===== src/rtl/mult_booth_seq_pkg.sv =====
// -----------------------------------------------------------------------------
// mult_booth_seq_pkg
// Shared definitions for the sequential radix-2 Booth multiplier:
//   - state_e     : controller states (IDLE / RUN / DONE)
//   - WIDTH       : operand and result width (only 32 is supported)
//   - STEPS       : number of Booth iterations (equals WIDTH)
//   - CNT_W       : step counter width
//   - fits_signed32() : true when a product's upper bits are pure sign
// -----------------------------------------------------------------------------
package mult_booth_seq_pkg;

    localparam int WIDTH = 32;
    localparam int STEPS = 32;
    localparam int CNT_W = 6;

    // Counter value seen on the edge that performs the final Booth step.
    localparam logic [CNT_W-1:0] LAST_STEP = CNT_W'(STEPS - 1);

    typedef enum logic [1:0] {
        ST_IDLE = 2'd0,
        ST_RUN  = 2'd1,
        ST_DONE = 2'd2
    } state_e;

    // P[63:31] of the product all equal means the value fits in 32 signed bits.
    function automatic logic fits_signed32(input logic [WIDTH:0] hi);
        return (hi == {(WIDTH + 1){1'b0}}) || (hi == {(WIDTH + 1){1'b1}});
    endfunction

endpackage


===== src/rtl/mult_booth_seq_if.sv =====
// -----------------------------------------------------------------------------
// mult_booth_seq_if
// Start/operand/result bundle of the Booth multiplier.
//   ctrl_mult       : start pulse (master -> slave)
//   data_operandA   : multiplicand, two's complement (master -> slave)
//   data_operandB   : multiplier, two's complement (master -> slave)
//   data_result     : product bits [31:0] (slave -> master)
//   data_exception  : product does not fit in 32 signed bits (slave -> master)
//   data_resultRDY  : one-cycle result-valid pulse (slave -> master)
//   busy            : multiplier is iterating (slave -> master)
// -----------------------------------------------------------------------------
interface mult_booth_seq_if;
    import mult_booth_seq_pkg::*;

    logic             ctrl_mult;
    logic [WIDTH-1:0] data_operandA;
    logic [WIDTH-1:0] data_operandB;
    logic [WIDTH-1:0] data_result;
    logic             data_exception;
    logic             data_resultRDY;
    logic             busy;

    modport master (
        output ctrl_mult,
        output data_operandA,
        output data_operandB,
        input  data_result,
        input  data_exception,
        input  data_resultRDY,
        input  busy
    );

    modport slave (
        input  ctrl_mult,
        input  data_operandA,
        input  data_operandB,
        output data_result,
        output data_exception,
        output data_resultRDY,
        output busy
    );

endinterface


===== src/rtl/mult_booth_seq_cla32.sv =====
// -----------------------------------------------------------------------------
// mult_booth_seq_cla32
// The cla32 adder: 32-bit carry-lookahead adder made of four 8-bit lookahead
// slices. Each slice exports group propagate/generate; a second-level
// lookahead unit derives the slice carry-ins (c8, c16, c24) and the carry
// out (c32) directly from those group signals and cin, so no carry ripples
// from one slice into the next.
//   x, y : addends
//   cin  : carry in
//   sum  : x + y + cin, bits [31:0]
//   cout : carry out of bit 31
// -----------------------------------------------------------------------------
module mult_booth_seq_cla32 (
    input  logic [31:0] x,
    input  logic [31:0] y,
    input  logic        cin,
    output logic [31:0] sum,
    output logic        cout
);

    logic [31:0] p_s;      // bit propagate
    logic [31:0] g_s;      // bit generate
    logic [31:0] c_s;      // carry into each bit
    logic [3:0]  gp_s;     // slice group propagate
    logic [3:0]  gg_s;     // slice group generate
    logic [3:0]  sc_s;     // carry into each slice

    // Bit-level propagate/generate and per-slice group P/G in sum-of-products form.
    always_comb begin
        logic term_v;
        p_s  = x ^ y;
        g_s  = x & y;
        gp_s = 4'b0000;
        gg_s = 4'b0000;
        term_v = 1'b0;
        for (int k = 0; k < 4; k++) begin
            gp_s[k] = &p_s[8*k +: 8];
            for (int i = 0; i < 8; i++) begin
                // g_i propagated through every higher bit of the slice
                term_v = g_s[8*k + i];
                for (int j = i + 1; j < 8; j++) begin
                    term_v = term_v & p_s[8*k + j];
                end
                gg_s[k] = gg_s[k] | term_v;
            end
        end
    end

    // Second-level lookahead: every slice carry expanded from group P/G and cin.
    always_comb begin
        sc_s[0] = cin;
        sc_s[1] = gg_s[0] | (gp_s[0] & cin);
        sc_s[2] = gg_s[1] | (gp_s[1] & gg_s[0]) | (gp_s[1] & gp_s[0] & cin);
        sc_s[3] = gg_s[2] | (gp_s[2] & gg_s[1]) | (gp_s[2] & gp_s[1] & gg_s[0])
                | (gp_s[2] & gp_s[1] & gp_s[0] & cin);
        cout    = gg_s[3] | (gp_s[3] & gg_s[2]) | (gp_s[3] & gp_s[2] & gg_s[1])
                | (gp_s[3] & gp_s[2] & gp_s[1] & gg_s[0])
                | (gp_s[3] & gp_s[2] & gp_s[1] & gp_s[0] & cin);
    end

    // In-slice lookahead carries (each bit's carry expanded from the slice carry-in) and sum.
    always_comb begin
        logic carry_v;
        logic prod_v;
        c_s     = 32'h0000_0000;
        carry_v = 1'b0;
        prod_v  = 1'b0;
        for (int k = 0; k < 4; k++) begin
            for (int j = 0; j < 8; j++) begin
                // slice carry-in propagated through bits 0..j-1
                carry_v = sc_s[k];
                for (int m = 0; m < j; m++) begin
                    carry_v = carry_v & p_s[8*k + m];
                end
                // plus each generate g_m propagated through bits m+1..j-1
                for (int m = 0; m < j; m++) begin
                    prod_v = g_s[8*k + m];
                    for (int q = m + 1; q < j; q++) begin
                        prod_v = prod_v & p_s[8*k + q];
                    end
                    carry_v = carry_v | prod_v;
                end
                c_s[8*k + j] = carry_v;
            end
        end
        sum = p_s ^ c_s;
    end

endmodule


===== src/rtl/mult_booth_seq.sv =====
// -----------------------------------------------------------------------------
// mult_booth_seq
// Sequential 32x32 signed radix-2 Booth multiplier. One Booth step (optional
// add/subtract of the multiplicand into the upper product half, then an
// arithmetic right shift of the whole product register) per clock. Ready is
// signalled 32 edges after the start edge.
//   clock : rising-edge clock
//   reset : synchronous, active-high reset
//   bus   : mult_booth_seq_if.slave (ctrl_mult, data_operandA/B in;
//           data_result, data_exception, data_resultRDY, busy out)
// Product register R[65:0]: R[65:33] is the 33-bit accumulating upper half,
// R[32:1] holds the remaining multiplier bits, R[0] is the Booth history bit.
// -----------------------------------------------------------------------------
module mult_booth_seq
    import mult_booth_seq_pkg::*;
(
    input  logic               clock,
    input  logic               reset,
    mult_booth_seq_if.slave    bus
);

    localparam int RW = 2 * WIDTH + 2;   // product register width (66)

    state_e             state_q,  state_d;
    logic [CNT_W-1:0]   cnt_q,    cnt_d;
    logic [WIDTH:0]     a_q,      a_d;       // multiplicand, sign-extended to 33 bits
    logic [RW-1:0]      r_q,      r_d;
    logic [WIDTH-1:0]   result_q, result_d;
    logic               exc_q,    exc_d;
    logic               rdy_q,    rdy_d;
    logic               busy_q,   busy_d;

    logic               booth_add_s;
    logic               booth_sub_s;
    logic [WIDTH:0]     aop_s;               // A or ~A feeding the adder
    logic [WIDTH-1:0]   cla_sum_s;
    logic               cla_cout_s;
    logic [WIDTH:0]     upper_s;             // R[65:33] after the optional add
    logic [RW-1:0]      r_step_s;            // R after add and shift

    // Booth recoding of the two low product bits: 01 adds A, 10 subtracts A.
    always_comb begin
        booth_add_s = 1'b0;
        booth_sub_s = 1'b0;
        case (r_q[1:0])
            2'b01:   begin booth_add_s = 1'b1; booth_sub_s = 1'b0; end
            2'b10:   begin booth_add_s = 1'b1; booth_sub_s = 1'b1; end
            default: begin booth_add_s = 1'b0; booth_sub_s = 1'b0; end
        endcase
    end

    // Subtraction is ~A with the adder carry-in set.
    always_comb begin
        if (booth_sub_s) begin
            aop_s = ~a_q;
        end else begin
            aop_s = a_q;
        end
    end

    mult_booth_seq_cla32 u_cla32 (
        .x    (r_q[RW-2:WIDTH+1]),
        .y    (aop_s[WIDTH-1:0]),
        .cin  (booth_sub_s),
        .sum  (cla_sum_s),
        .cout (cla_cout_s)
    );

    // Bit 32 of the upper half is a single full-adder sum bit on top of the
    // 32-bit adder; keeping 33 bits is what makes A = -2^31 negate correctly.
    always_comb begin
        if (booth_add_s) begin
            upper_s = {r_q[RW-1] ^ aop_s[WIDTH] ^ cla_cout_s, cla_sum_s};
        end else begin
            upper_s = r_q[RW-1:WIDTH+1];
        end
        r_step_s = {upper_s[WIDTH], upper_s, r_q[WIDTH:1]};
    end

    // Next-state, datapath-load and output-register logic.
    always_comb begin
        state_d  = state_q;
        cnt_d    = cnt_q;
        a_d      = a_q;
        r_d      = r_q;
        result_d = result_q;
        exc_d    = exc_q;
        rdy_d    = 1'b0;
        if (bus.ctrl_mult) begin
            // A start in any state wins: RUN is restarted, DONE still ends
            // its ready pulse because rdy_q simply drops on this edge.
            a_d     = {bus.data_operandA[WIDTH-1], bus.data_operandA};
            r_d     = {{(WIDTH + 1){1'b0}}, bus.data_operandB, 1'b0};
            cnt_d   = {CNT_W{1'b0}};
            state_d = ST_RUN;
        end else begin
            case (state_q)
                ST_IDLE: begin
                    state_d = ST_IDLE;
                end
                ST_RUN: begin
                    r_d   = r_step_s;
                    cnt_d = cnt_q + {{(CNT_W - 1){1'b0}}, 1'b1};
                    if (cnt_q == LAST_STEP) begin
                        // P = R[64:1] after the final shift
                        state_d  = ST_DONE;
                        result_d = r_step_s[WIDTH:1];
                        exc_d    = ~fits_signed32(r_step_s[RW-2:WIDTH]);
                        rdy_d    = 1'b1;
                    end else begin
                        state_d = ST_RUN;
                    end
                end
                ST_DONE: begin
                    state_d = ST_IDLE;
                end
                default: begin
                    state_d = ST_IDLE;
                end
            endcase
        end
        busy_d = (state_d == ST_RUN);
    end

    // State and datapath registers with synchronous reset.
    always_ff @(posedge clock) begin
        if (reset) begin
            state_q  <= ST_IDLE;
            cnt_q    <= {CNT_W{1'b0}};
            a_q      <= {(WIDTH + 1){1'b0}};
            r_q      <= {RW{1'b0}};
            result_q <= {WIDTH{1'b0}};
            exc_q    <= 1'b0;
            rdy_q    <= 1'b0;
            busy_q   <= 1'b0;
        end else begin
            state_q  <= state_d;
            cnt_q    <= cnt_d;
            a_q      <= a_d;
            r_q      <= r_d;
            result_q <= result_d;
            exc_q    <= exc_d;
            rdy_q    <= rdy_d;
            busy_q   <= busy_d;
        end
    end

    assign bus.data_result    = result_q;
    assign bus.data_exception = exc_q;
    assign bus.data_resultRDY = rdy_q;
    assign bus.busy           = busy_q;

endmodule


===== src/flat_wrapper.sv =====
// flat-port wrapper written by rule: the top's interface ports become plain ports
module mult_booth_seq_flat import mult_booth_seq_pkg::*;
  (clock, reset, bus_ctrl_mult, bus_data_operandA, bus_data_operandB, bus_data_result, bus_data_exception, bus_data_resultRDY, bus_busy);
  mult_booth_seq_if bus_i ();
  input  logic clock;
  input  logic reset;
  input wire logic [$bits(bus_i.ctrl_mult)-1:0] bus_ctrl_mult;
  input wire logic [$bits(bus_i.data_operandA)-1:0] bus_data_operandA;
  input wire logic [$bits(bus_i.data_operandB)-1:0] bus_data_operandB;
  output wire logic [$bits(bus_i.data_result)-1:0] bus_data_result;
  output wire logic [$bits(bus_i.data_exception)-1:0] bus_data_exception;
  output wire logic [$bits(bus_i.data_resultRDY)-1:0] bus_data_resultRDY;
  output wire logic [$bits(bus_i.busy)-1:0] bus_busy;
  assign bus_i.ctrl_mult = bus_ctrl_mult;
  assign bus_i.data_operandA = bus_data_operandA;
  assign bus_i.data_operandB = bus_data_operandB;
  assign bus_data_result = bus_i.data_result;
  assign bus_data_exception = bus_i.data_exception;
  assign bus_data_resultRDY = bus_i.data_resultRDY;
  assign bus_busy = bus_i.busy;
  mult_booth_seq u_core (.clock(clock), .reset(reset), .bus(bus_i));
endmodule

===== config.mk =====
export PLATFORM = sky130hd
export DESIGN_NAME = mult_booth_seq_flat
export DESIGN_NICKNAME = d
export VERILOG_FILES = /design/src/rtl/mult_booth_seq_pkg.sv /design/src/rtl/mult_booth_seq_if.sv /design/src/rtl/mult_booth_seq_cla32.sv /design/src/rtl/mult_booth_seq.sv /design/src/flat_wrapper.sv
export SDC_FILE = /design/constraint.sdc
export NUM_CORES = 1
export LEC_CHECK = 0
export ABC_AREA = 1
export BUFFER_PORTS_ARGS = -buffer_cell sky130_fd_sc_hd__buf_2
export CAP_MARGIN = 20
export CORE_AREA = 2 2 179 181
export DETAILED_ROUTE_END_ITERATION = 16
export DIE_AREA = 0 0 181 183
export GPL_TIMING_DRIVEN = 1
export PLACE_DENSITY_LB_ADDON = 0.25
export SETUP_SLACK_MARGIN = 0.5
export SLEW_MARGIN = 0
export SYNTH_ARGS = -nofsm -noshare
export SYNTH_HDL_FRONTEND = slang
export SYNTH_SLANG_ARGS = --single-unit

===== constraint.sdc =====
create_clock -name clock -period 5.8 [get_ports clock]
set_clock_uncertainty 0.05 [all_clocks]
set_input_delay 1.16 -clock clock [delete_from_list [all_inputs] [get_ports clock]]
set_output_delay 1.16 -clock clock [all_outputs]
set_load 0.02 [all_outputs]

==> results.sh <==
export IMPL_status="complete, no violations"
export IMPL_post_cts_setup_buffers=0
export IMPL_final_cell_mix="197 x nand2_1, 163 x inv_1, 151 x nor2_1"
export IMPL_slew_headroom=0.351
export IMPL_final_setup_viol_count=0
export IMPL_h_tree_depth=4
export IMPL_tns_ns=0
export IMPL_gp_congestion=0.798
export IMPL_fmax_ghz=0.219
export IMPL_cp_required_ns=6.07
export IMPL_vias=7039
export IMPL_grt_overflow=0
export IMPL_critPathSlowestCell="ha_2"
export IMPL_antenna_found_initial=5
export IMPL_cp_max_fo=25
export IMPL_clk_pin_slew_ns=0.07
export IMPL_numCtsBuffers=17
export IMPL_synth_area_per_cell_um2=6.84
export IMPL_fin_crit_sh=0.787
export IMPL_p_total_uw=2540
export IMPL_layout_nets=1305
export IMPL_antenna_left=0
export IMPL_hp_class="reg2reg"
export IMPL_cts_buffer_depth=2
export IMPL_synth_seq_area_share=0.365
export IMPL_drv_slew=0
export IMPL_cts_root_buf="clkbuf_16"
export IMPL_ios=102
export IMPL_tritoncts="built"
export IMPL_criticalPathCategory="reg2reg"
export IMPL_slowest_delay_ns=0.74
export IMPL_drive_gt1_frac=0.139
export IMPL_final_hold_viol_count=0
export IMPL_grt_setup_unrepaired="no"
export IMPL_synth_area_um2=7680
export IMPL_vias_per_cell=4.35
export IMPL_synthToLayoutAreaGrowth_pct=18.9
export IMPL_yosys_warnings=0
export IMPL_core_um2=31200
export IMPL_grtUsageTotal=0.135
export IMPL_worst_pin_slew_ns=0.972
export IMPL_cts_sinks=140
export IMPL_mostFrequentLayoutCell="nand2_1"
export IMPL_wl_per_cell_um=13.5
export IMPL_clock_latency_ns=0.44
export IMPL_grt_max_degree=57
export IMPL_grt_pass1_wl_um=35600
export IMPL_die_y_um=183
export IMPL_rows=65
export IMPL_die_width_um=181
export IMPL_syn_nets=1230
export IMPL_drtPass1Iterations=4
export IMPL_p_leak_uw=0.00471
export IMPL_yosys_cell_types_count=40
export IMPL_dieArea_um2=33100
export IMPL_routed_wl_um=21900
export IMPL_fillers=3542
export IMPL_ys_ff_latch=140
export IMPL_cp_arrival_ns=4.84
export IMPL_start_util=0.246
export IMPL_period_needed_ns=4.57
export IMPL_postSynthCellCount=1123
export IMPL_drc=0
export IMPL_cts_resized=0
export IMPL_ir_drop_v=0.000197
export IMPL_power_density_nw_per_um2=278
export IMPL_grt_pass1_vias=6808
export IMPL_drtIter0Drc=271
export IMPL_timing_critical_path_mode_cell="nand3_1"
export IMPL_cap_viol_max_count=0
export IMPL_dp_hpwl_um=15200
export IMPL_critPathCaptureType="flip-flop"
export IMPL_start_kind="flip-flop"
export IMPL_io_buffers=101
export IMPL_holdBufCountCts=0
-- synthesized netlist by cell type (all sizes together) --
cell / n / area [µm²]
a211oi: 1 / 7.51
a21boi: 1 / 7.51
a21oi: 64 / 324
a22oi: 15 / 113
a31oi: 2 / 12.5
and2: 1 / 6.26
buf: 15 / 95.1
clkbuf: 40 / 150
clkinv: 2 / 7.51
dfxtp: 140 / 2800
fa: 3 / 60.1
ha: 37 / 463
inv: 166 / 623
nand2: 210 / 851
nand3: 54 / 288
nand3b: 5 / 37.5
nand4: 8 / 50.1
nor2: 155 / 599
nor3: 7 / 35.0
nor3b: 1 / 7.51
nor4: 1 / 6.26
o2111ai: 1 / 8.76
o211ai: 9 / 67.6
o21ai: 148 / 741
o21bai: 2 / 15.0
o22ai: 1 / 6.26
or2: 1 / 6.26
xnor2: 4 / 35.0
xor2: 29 / 254
-- per-stage QoR --
stage / std cells / setup slack [ns] / instance area, µm² / hold slack [ns] / utilization
after CTS: 1613 / 1.17 / 9120 / 0.421 / 0.292
after global placement: 1581 / 1.27 / 8520 / 0.398 / 0.273
after detailed placement: 1581 / 1.19 / 8520 / 0.410 / 0.273
final: 1617 / 1.23 / 9130 / 0.415 / 0.292
after floorplan: 1123 / 1.84 / 7680 / 0.385 / -
after global routing: 1613 / 0.747 / 9120 / 0.439 / 0.292
-- flip-flops by register name (all words and copies together), names as in the netlist --
register	count
u_core.a_q	32
u_core.r_q	65
u_core.state_q	2
u_core.bus.busy	1
u_core.bus.data_result	32
u_core.cnt_q	6
u_core.bus.data_exception	1
u_core.bus.data_resultRDY	1
-- where the power goes --
part | total (µW) | leakage [µW] | internal (µW) | switching [µW]
Sequential | 1030 | 0.00115 | 1000 | 24.6
Combinational | 391 | 0.00327 | 138 | 253
Clock | 1120 | 0.000294 | 634 | 489
Total | 2540 | 0.00471 | 1770 | 766
-- cells by family (layout without fill, tap and decap cells) --
group | count (synthesis) | after routing | share of synthesized area
buf+inv | 223 | 311 | 0.114
fa+ha+maj | 40 | 40 | 0.0681
flops | 140 | 140 | 0.365
compound gates | 244 | 244 | 0.170
simple gates | 443 | 443 | 0.246
xor+xnor | 33 | 33 | 0.0376
other cells | 0 | 4 | 0
-- path summary, 6_finish.rpt --
path	from	to	slack, ns	cells after the start
min	u_core.r_q[0]	u_core.r_q[0]	0.41	2
max	u_core.r_q[1]	u_core.bus.data_exception	1.23	31
min reg2reg	u_core.r_q[0]	u_core.r_q[0]	0.41	2
max reg2reg	u_core.r_q[1]	u_core.bus.data_exception	1.23	31
-- layer usage --
layer | track usage | up-vias | part of all wire | wire length [µm]
met5 | 0 | - | 0.0012 | 27
met4 | 0.0397 | 4 | 0.014 | 299
met3 | 0.0469 | 23 | 0.067 | 1470
met2 | 0.225 | 124 | 0.45 | 9810
met1 | 0.165 | 3143 | 0.47 | 10300
li1 | - | 3745 | - | -
-- layout make-up --
class	count	area (µm²)	share of cell area
clock inverters	13	144	0.0158
inverters	168	631	0.0691
clock buffers	19	453	0.0496
multi-input cells	760	4010	0.439
well taps	402	503	0.0551
repair buffers	111	581	0.0636
diodes	4	10.0	0.00110
flip-flops and latches	140	2800	0.307
-- worst max-delay path, delay by kind of cell (launching register included) --
family                   cells  cell delay [ns]
AO/OA/AOI/OAI                2             0.37
XOR/XNOR                     1             0.16
adder cells (fa/ha/maj)      3             1.52
buffers and inverters        2             0.11
flip-flops                   1             0.35
AND/OR/NAND/NOR             23             1.90
No activity file was read; power rests on OpenSTA's default activity.
